$ cat src/rtl/servant_rst_seq.sv
// Reset sequencer: synchronises PLL lock, qualifies it, then releases N_RST reset domains in ascending order.
// Optional PLL lock-wait timeout with PLL reset pulse: define SERVANT_RST_SEQ_PLL_TIMEOUT_EN.
module servant_rst_seq #(
   parameter int unsigned N_RST          = 3,
   parameter int unsigned SYNC_STAGES    = 2,
   parameter int unsigned LOCK_CYCLES    = 16,
   parameter int unsigned STAGE_DELAY    = 4,
   parameter int unsigned TIMEOUT_CYCLES = 65536,
   parameter int unsigned PLL_RST_CYCLES = 8
) (
   input  logic             i_clk,
   input  logic             i_rst_n,
   input  logic             i_locked,
   input  logic             i_sw_rst,
   output logic [N_RST-1:0] o_rst,
   output logic             o_ready,
   output logic             o_pll_rst
);

   localparam int unsigned MAX_A   = (LOCK_CYCLES > STAGE_DELAY) ? LOCK_CYCLES : STAGE_DELAY;
   localparam int unsigned MAX_B   = (MAX_A > TIMEOUT_CYCLES) ? MAX_A : TIMEOUT_CYCLES;
   localparam int unsigned MAX_C   = (MAX_B > PLL_RST_CYCLES) ? MAX_B : PLL_RST_CYCLES;
   localparam int unsigned CNT_W   = $clog2(MAX_C) + 1;
   localparam int unsigned STAGE_W = $clog2(N_RST) + 1;

   typedef enum logic [2:0] {
      WAIT_LOCK,
      STABLE,
      RELEASE,
      RUN
`ifdef SERVANT_RST_SEQ_PLL_TIMEOUT_EN
      , PLL_RST
`endif
   } state_t;

   state_t                 state_q, state_d;
   logic [CNT_W-1:0]       cnt_q, cnt_d;
   logic [STAGE_W-1:0]     stage_q, stage_d;
   logic [N_RST-1:0]       rst_d;
   logic                   ready_d;
   logic [SYNC_STAGES-1:0] sync_q;
   logic                   locked_s;
   logic                   abort;

   // Only this chain samples the asynchronous lock input.
   always_ff @(posedge i_clk) begin
      if (!i_rst_n) sync_q <= '0;
      else          sync_q <= {sync_q[SYNC_STAGES-2:0], i_locked};
   end

   assign locked_s = sync_q[SYNC_STAGES-1];
   assign abort    = !locked_s || i_sw_rst;

`ifdef SERVANT_RST_SEQ_PLL_TIMEOUT_EN
   logic pll_rst_q, pll_rst_d;

   always_ff @(posedge i_clk) begin
      if (!i_rst_n) pll_rst_q <= 1'b0;
      else          pll_rst_q <= pll_rst_d;
   end

   assign o_pll_rst = pll_rst_q;
`else
   assign o_pll_rst = 1'b0;
`endif

   always_ff @(posedge i_clk) begin
      if (!i_rst_n) begin
         state_q <= WAIT_LOCK;
         cnt_q   <= '0;
         stage_q <= '0;
         o_rst   <= '1;
         o_ready <= 1'b0;
      end else begin
         state_q <= state_d;
         cnt_q   <= cnt_d;
         stage_q <= stage_d;
         o_rst   <= rst_d;
         o_ready <= ready_d;
      end
   end

   // Next state, counters and registered reset outputs.
   always_comb begin
      state_d = state_q;
      cnt_d   = cnt_q;
      stage_d = stage_q;
      rst_d   = o_rst;
      ready_d = o_ready;
`ifdef SERVANT_RST_SEQ_PLL_TIMEOUT_EN
      pll_rst_d = 1'b0;
`endif

      case (state_q)
         WAIT_LOCK: begin
            rst_d   = '1;
            ready_d = 1'b0;
            stage_d = '0;
            if (locked_s && !i_sw_rst) begin
               state_d = STABLE;
               cnt_d   = '0;
            end else begin
`ifdef SERVANT_RST_SEQ_PLL_TIMEOUT_EN
               if (!locked_s) begin
                  if (cnt_q == CNT_W'(TIMEOUT_CYCLES - 1)) begin
                     state_d   = PLL_RST;
                     cnt_d     = '0;
                     pll_rst_d = 1'b1;
                  end else begin
                     cnt_d = cnt_q + CNT_W'(1);
                  end
               end
`else
               cnt_d = '0;
`endif
            end
         end

         STABLE: begin
            if (abort) begin
               state_d = WAIT_LOCK;
               cnt_d   = '0;
               stage_d = '0;
               rst_d   = '1;
               ready_d = 1'b0;
            end else if (cnt_q == CNT_W'(LOCK_CYCLES - 1)) begin
               state_d = RELEASE;
               cnt_d   = '0;
               stage_d = '0;
            end else begin
               cnt_d = cnt_q + CNT_W'(1);
            end
         end

         RELEASE: begin
            if (abort) begin
               state_d = WAIT_LOCK;
               cnt_d   = '0;
               stage_d = '0;
               rst_d   = '1;
               ready_d = 1'b0;
            end else if (cnt_q == CNT_W'(STAGE_DELAY - 1)) begin
               for (int unsigned i = 0; i < N_RST; i++) begin
                  if (stage_q == STAGE_W'(i)) rst_d[i] = 1'b0;
               end
               cnt_d   = '0;
               stage_d = stage_q + STAGE_W'(1);
               if (stage_q == STAGE_W'(N_RST - 1)) begin
                  state_d = RUN;
                  stage_d = '0;
                  ready_d = 1'b1;
               end
            end else begin
               cnt_d = cnt_q + CNT_W'(1);
            end
         end

         RUN: begin
            rst_d   = '0;
            ready_d = 1'b1;
            if (abort) begin
               state_d = WAIT_LOCK;
               cnt_d   = '0;
               stage_d = '0;
               rst_d   = '1;
               ready_d = 1'b0;
            end
         end

`ifdef SERVANT_RST_SEQ_PLL_TIMEOUT_EN
         // Fixed-length PLL reset pulse; lock and software reset are ignored here.
         PLL_RST: begin
            rst_d   = '1;
            ready_d = 1'b0;
            if (cnt_q == CNT_W'(PLL_RST_CYCLES - 1)) begin
               state_d   = WAIT_LOCK;
               cnt_d     = '0;
               pll_rst_d = 1'b0;
            end else begin
               cnt_d     = cnt_q + CNT_W'(1);
               pll_rst_d = 1'b1;
            end
         end
`endif

         default: begin
            state_d = WAIT_LOCK;
            cnt_d   = '0;
            stage_d = '0;
            rst_d   = '1;
            ready_d = 1'b0;
         end
      endcase
   end

endmodule

$ cat config.mk
export PLATFORM = sky130hd
export DESIGN_NAME = servant_rst_seq
export DESIGN_NICKNAME = d
export VERILOG_FILES = /design/src/rtl/servant_rst_seq.sv
export SDC_FILE = /design/constraint.sdc
export NUM_CORES = 1
export LEC_CHECK = 0
export BUFFER_PORTS_ARGS = -buffer_cell sky130_fd_sc_hd__buf_2
export CAP_MARGIN = 20
export CORE_ASPECT_RATIO = 0.5
export CORE_MARGIN = 5
export CORE_UTILIZATION = 50
export DETAILED_ROUTE_END_ITERATION = 16
export GPL_TIMING_DRIVEN = 0
export PLACE_DENSITY = 0.75
export SKIP_LAST_GASP = 1
export SLEW_MARGIN = 20
export SYNTH_ARGS = -nofsm -noshare
export SYNTH_HDL_FRONTEND = slang
export SYNTH_SLANG_ARGS = --single-unit
$ cat constraint.sdc
create_clock -name i_clk -period 3.5 [get_ports i_clk]
set_input_delay 0.875 -clock i_clk [delete_from_list [all_inputs] [get_ports i_clk]]
set_output_delay 0.875 -clock i_clk [all_outputs]
set_load 0.02 [all_outputs]
Yosys cells after proc, flatten, opt, wreduce, memory -nomap -nowiden
Cells that the tools add are included.

word-level totals
  bits of input ports = 4
  register bits after elaboration = 29
  logic and storage cells = 70
  bits in read-only memories = 0
  bits in latches = 0
  RAM bits = 0
  memories = 0

cells by class
  mux-type cells = 34
  div/mod/pow operators = 0
  $mul = 0
  reduce and logical (&&, ||, !) cells = 11
  equal/unequal tests = 15
  add/subtract/negate cells = 2
  shift operators = 0
  magnitude comparators = 0
  bitwise gates (word level) = 0

operator list
  operator                                              number
  2-to-1 mux 17 bit                                     5
  case mux 17 bit (3 select lines)                      1
  2-to-1 mux 3 bit                                      16
  case mux 3 bit (3 select lines)                       2
  adder 17 x 1 -> 17 bit, second input constant         1
  equality test 17 x 2 -> 1 bit, second input constant  1
  equality test 17 x 4 -> 1 bit, second input constant  1
  != test 3 bit, second input constant                  5
  case mux 3 bit (4 select lines)                       1
  AND reduction 3 bit                                   4
  equality test 3 x 2 -> 1 bit, second input constant   3
  2-to-1 mux 1 bit                                      8
  equality test 3 x 1 -> 1 bit, second input constant   2
  zero test 3 bit                                       2
  != test 2 bit, second input constant                  3
  AND reduction 5 bit                                   1
  adder 3 x 1 -> 3 bit, second input constant           1
  case mux 1 bit (3 select lines)                       1
  zero test 1 bit                                       2
  logical AND 1 bit                                     1
  logical OR 1 bit                                      1

Depth between registers and ports, before layout
  depth after elaboration = 5
  depth in mapped cells = 8
  mapped depth without buffers = 7

Worst setup path after synthesis
OpenSTA, ideal clock, no wires.

  kind = in2reg
  from = input i_sw_rst
  to = register stage_q[2]
  required time = 3430 ps
  path buffers = 0
  stages on the path = 5
  data arrival time = 1986 ps
  slack = 1444 ps
  library setup time = 70 ps
  path through = and3b_1 a21oi_2 o31ai_4 or4_1 a21boi_1

between the ends
  cells in the longest elaborated chain, start to end = 3

RTL lines
  what                                                                                            RTL line  source
  from (decl)                                                                                     14        input logic i_sw_rst,
  logical OR 1 bit *                                                                              52        assign abort = !locked_s || i_sw_rst;
  != test 3 bit (no source line) (tied with other cells)                                          n/a
  AND reduction 3 bit (no source line) / case mux 3 bit (3 select lines) (equally long branches)  n/a
  to (signal assigned)                                                                            77        stage_q <= stage_d;
  to (decl)                                                                                       38        logic [STAGE_W-1:0] stage_q, stage_d;

Every way passes the cells marked *; elsewhere a longest branch is shown, timed or not.
A chain may end at the register's enable or synchronous reset.

Worst setup path in the final report
  from = input i_sw_rst
  to = register cnt_q[8]

between the ends
  cells in the longest elaborated chain, start to end = 3

RTL lines
  what                                  RTL line  source
  logical OR 1 bit *                    52
  2-to-1 mux 17 bit (on tied branches)  136, 120
  case mux 17 bit (3 select lines)      94        case (state_q)
  to (signal assigned)                  76        cnt_q <= cnt_d;
  to (decl)                             37        logic [CNT_W-1:0] cnt_q, cnt_d;

Marked as above.

==> out/qor.yml <==
status: "finished, final reports clean"
yosysTopAreaCellShare_pct: 37.2
holdPathEnd: "sync_q[1]$_SDFF_PN0_"
drt_iter0_markers: 76
drive_gt1_share_pct: 13.1
routed_wl_mm: 2.98
grt_usage_pct: 15.4
die_x_um: 87.6
cp-end-kind: "register"
fin_ws_ns: 1.35
post_cts_buffers: 0
diodes: 0
nets: 193
p_per_area_nw_per_um2: 350
fin_crit_ns: 2.15
ff2ff_setup_slack_ns: 1.46
post_cts_resized: 0
min_path_type: "reg -> reg"
slew_viol_final: 0
synth_area_per_cell_um2: 8.71
min_period_over_period_pct: 61.3
grt_max_degree: 16
dp_hpwl_mm: 2.17
synthTopCellsByArea: "dfxtp_1 (37%), xor2_1 (5.2%), nor2_1 (5.0%)"
total_power_mw: 0.575
synth-main-ff-cell: "dfxtp_1"
grt_pass1_vias: 1150
relSlewSlack_pct: 60.1
yosysWarnings: 0
area_growth_pct: 8.97
die_y_um: 48.8
grt_pass1_wl_mm: 5.32
worst_slew_pin_slew_ns: 0.597
syn_inst: 173
vias_per_cell: 5.48
fmax_mhz: 466
numPortBuffers: 6
coreArea_um2: 2940
clkTransAtPathRegs_ns: 0.09
synth_most_common_cell: "dfxtp_1"
rr_worst_depth: 7
syn-cell-area_um2: 1510
crit_type: "in -> reg"
maxCapViolCount: 0
crit_required_ns: 3.72
cts.sinks: 28
synth_edf_count: 0
remaining_drc_errors: 0
p_leak_nw: 0.590
cts_tree: "yes"
path_common_cell: "buf_2"
yosysTopAreaCell: "dfxtp_1"
final_antenna_net_count: 0
synth.ff_latch_count: 28
dp.cells: 219
cp_cell_sequence: "buf_2, and3b_1, nand2_1, a21oi_1, o31ai_1, buf_2, nor2_1"
die-area_um2: 4280
fillers: 281
placementRows: 14
r2r_end: "cnt_q[8]$_SDFFE_PN0N_"
cts-root-buf: "clkbuf_8"
slowest_delay_ns: 0.45
fin_cells: 223
min_from: "sync_q[0]$_SDFF_PN0_"
cts_hold_buf: 0
critPathLaunchType: "input port"
grt_antenna_before_repair: 0
path_max_fanout: 10
yosysSeqAreaShare_pct: 37.2
synthTopCellsByCount: "dfxtp_1 (28), nor2_1 (20), nand2_1 (17)"
syn-num-nets: 182
clock_skew_ns: 0.00250
initial_core_util_pct: 51.2
ir_worst_vdd_mv: 0.205
worstReg2RegStart: "state_q[0]$_SDFFE_PN0P_"
grt_overflow: 0
gp_congestion: 0.815
clkLatencyLatePin_ns: 0.27
hold_viol: 0
critPathSlowestCell: "a21oi_1"
arrival_ns: 2.37
place_ws_ns: 1.11
setup_viol: 0
async_flop_share_pct: 0
whs_path_depth: 1
rsz0062_at_grt: "no"
num_io_pins: 9
wire_per_inst_um: 13.4
tns_ns: 0
cts_max_path_buffers: 2
fin_area_um2: 1640
synth.distinct_cells: 46
numCtsBuffers: 3
firstDrtPassIters: 4
place_area_um2: 1590
htree_levels: 1
via_count: 1222
==> critical path, delay by kind of cell <==
kind / cells / cell delay [ns]
simple gates: 3 / 0.51
buf+inv: 2 / 0.34
compound gates: 2 / 0.63
==> worst max-delay path by stage <==
| stage | start | endpoint | slack [ns] | cells after the start |
|---|---|---|---|---|
| CTS | i_sw_rst | cnt_q[15]$_SDFFE_PN0N_ | 1.37 | 7 |
| global placement | i_sw_rst | cnt_q[6]$_SDFFE_PN0N_ | 1.15 | 7 |
| detailed placement | i_sw_rst | cnt_q[13]$_SDFFE_PN0N_ | 1.11 | 7 |
| global route | i_sw_rst | cnt_q[15]$_SDFFE_PN0N_ | 1.21 | 7 |
| floorplan | i_sw_rst | stage_q[2]$_SDFFE_PN0P_ | 1.44 | 5 |
| finish | i_sw_rst | cnt_q[8]$_SDFFE_PN0N_ | 1.35 | 7 |
==> cell usage in the layout (no fill, tap or decap), types with 2 or more instances in the layout <==
| cell type | synthesis | final |
|---|---|---|
| and4_1 | 2 | 2 |
| inv_1 | 6 | 6 |
| nand2b_1 | 3 | 3 |
| o21a_1 | 4 | 4 |
| ha_1 | 5 | 5 |
| nand3b_1 | 2 | 2 |
| a21oi_2 | 2 | 2 |
| and2_1 | 3 | 3 |
| buf_2 | 1 | 7 |
| and3b_1 | 3 | 3 |
| clkbuf_8 | 0 | 4 |
| nor4_2 | 2 | 2 |
| nand3_1 | 7 | 7 |
| nor3_1 | 3 | 3 |
| nor4b_1 | 2 | 2 |
| a21oi_1 | 4 | 4 |
| dfxtp_1 | 28 | 28 |
| a21boi_0 | 4 | 4 |
| xor2_1 | 9 | 9 |
| mux2i_1 | 2 | 2 |
| nor2b_1 | 2 | 2 |
| clkbuf_1 | 4 | 4 |
| o211ai_1 | 3 | 3 |
| nand4_1 | 4 | 4 |
| xnor2_1 | 2 | 2 |
| o22ai_1 | 3 | 3 |
| and3_1 | 2 | 2 |
| o21ai_0 | 5 | 5 |
| o31ai_1 | 3 | 3 |
| nor2_1 | 20 | 20 |
| nand2_1 | 17 | 17 |
==> metal layers <==
metal	GRT usage [%]	wire length [µm]	up-vias
li1	-	-	632
met1	20.4	1510	573
met2	25.1	1350	15
met3	4.05	99	2
met4	3.06	23	0
met5	0	0	-
==> power by group <==
| part | total [mW] | switching [mW] | leakage [nW] | internal [mW] |
|---|---|---|---|---|
| clock network | 0.201 | 0.0999 | 0.0288 | 0.101 |
| logic | 0.0457 | 0.0262 | 0.335 | 0.0195 |
| registers | 0.329 | 0.00547 | 0.226 | 0.323 |
| total | 0.575 | 0.132 | 0.590 | 0.444 |
==> cell families (layout without fill, tap and decap cells) <==
family                     Yosys count  after routing  share of synthesized area [%]
AOI/OAI and AO/OA                   34             34                           16.6
adders and majority gates            5              5                           4.15
xor gates and xnor gates            11             11                           6.40
other                                1              1                          0.249
DFF                                 28             28                           37.2
buffers and inverters               13             23                           4.07
and+or+nand+nor                     79             79                           30.0
muxes                                2              2                           1.33
==> final cells by class <==
| class | count | area, µm² | area share (%) |
|---|---|---|---|
| sequential | 28 | 561 | 34.1 |
| clock buffer | 4 | 55.1 | 3.35 |
| tap | 40 | 50.0 | 3.05 |
| timing repair buffer | 6 | 30.0 | 1.83 |
| multi-input combinational | 132 | 885 | 53.9 |
| inverter | 6 | 22.5 | 1.37 |
| buffer | 7 | 38.8 | 2.36 |
==> flip-flops by register name, summed over array words and instances, names as in the netlist <==
signal   count
cnt_q       17
o_ready      1
o_rst        3
stage_q      3
state_q      2
sync_q       2
==> stage by stage <==
stage,hold WS (ns),util [%]
floorplan,0.412,-
global placement,0.414,53.9
detailed placement,0.421,53.9
CTS,0.444,55.8
global route,0.450,55.8
finish,0.440,55.8
No activity file was read; power rests on OpenSTA's default activity.
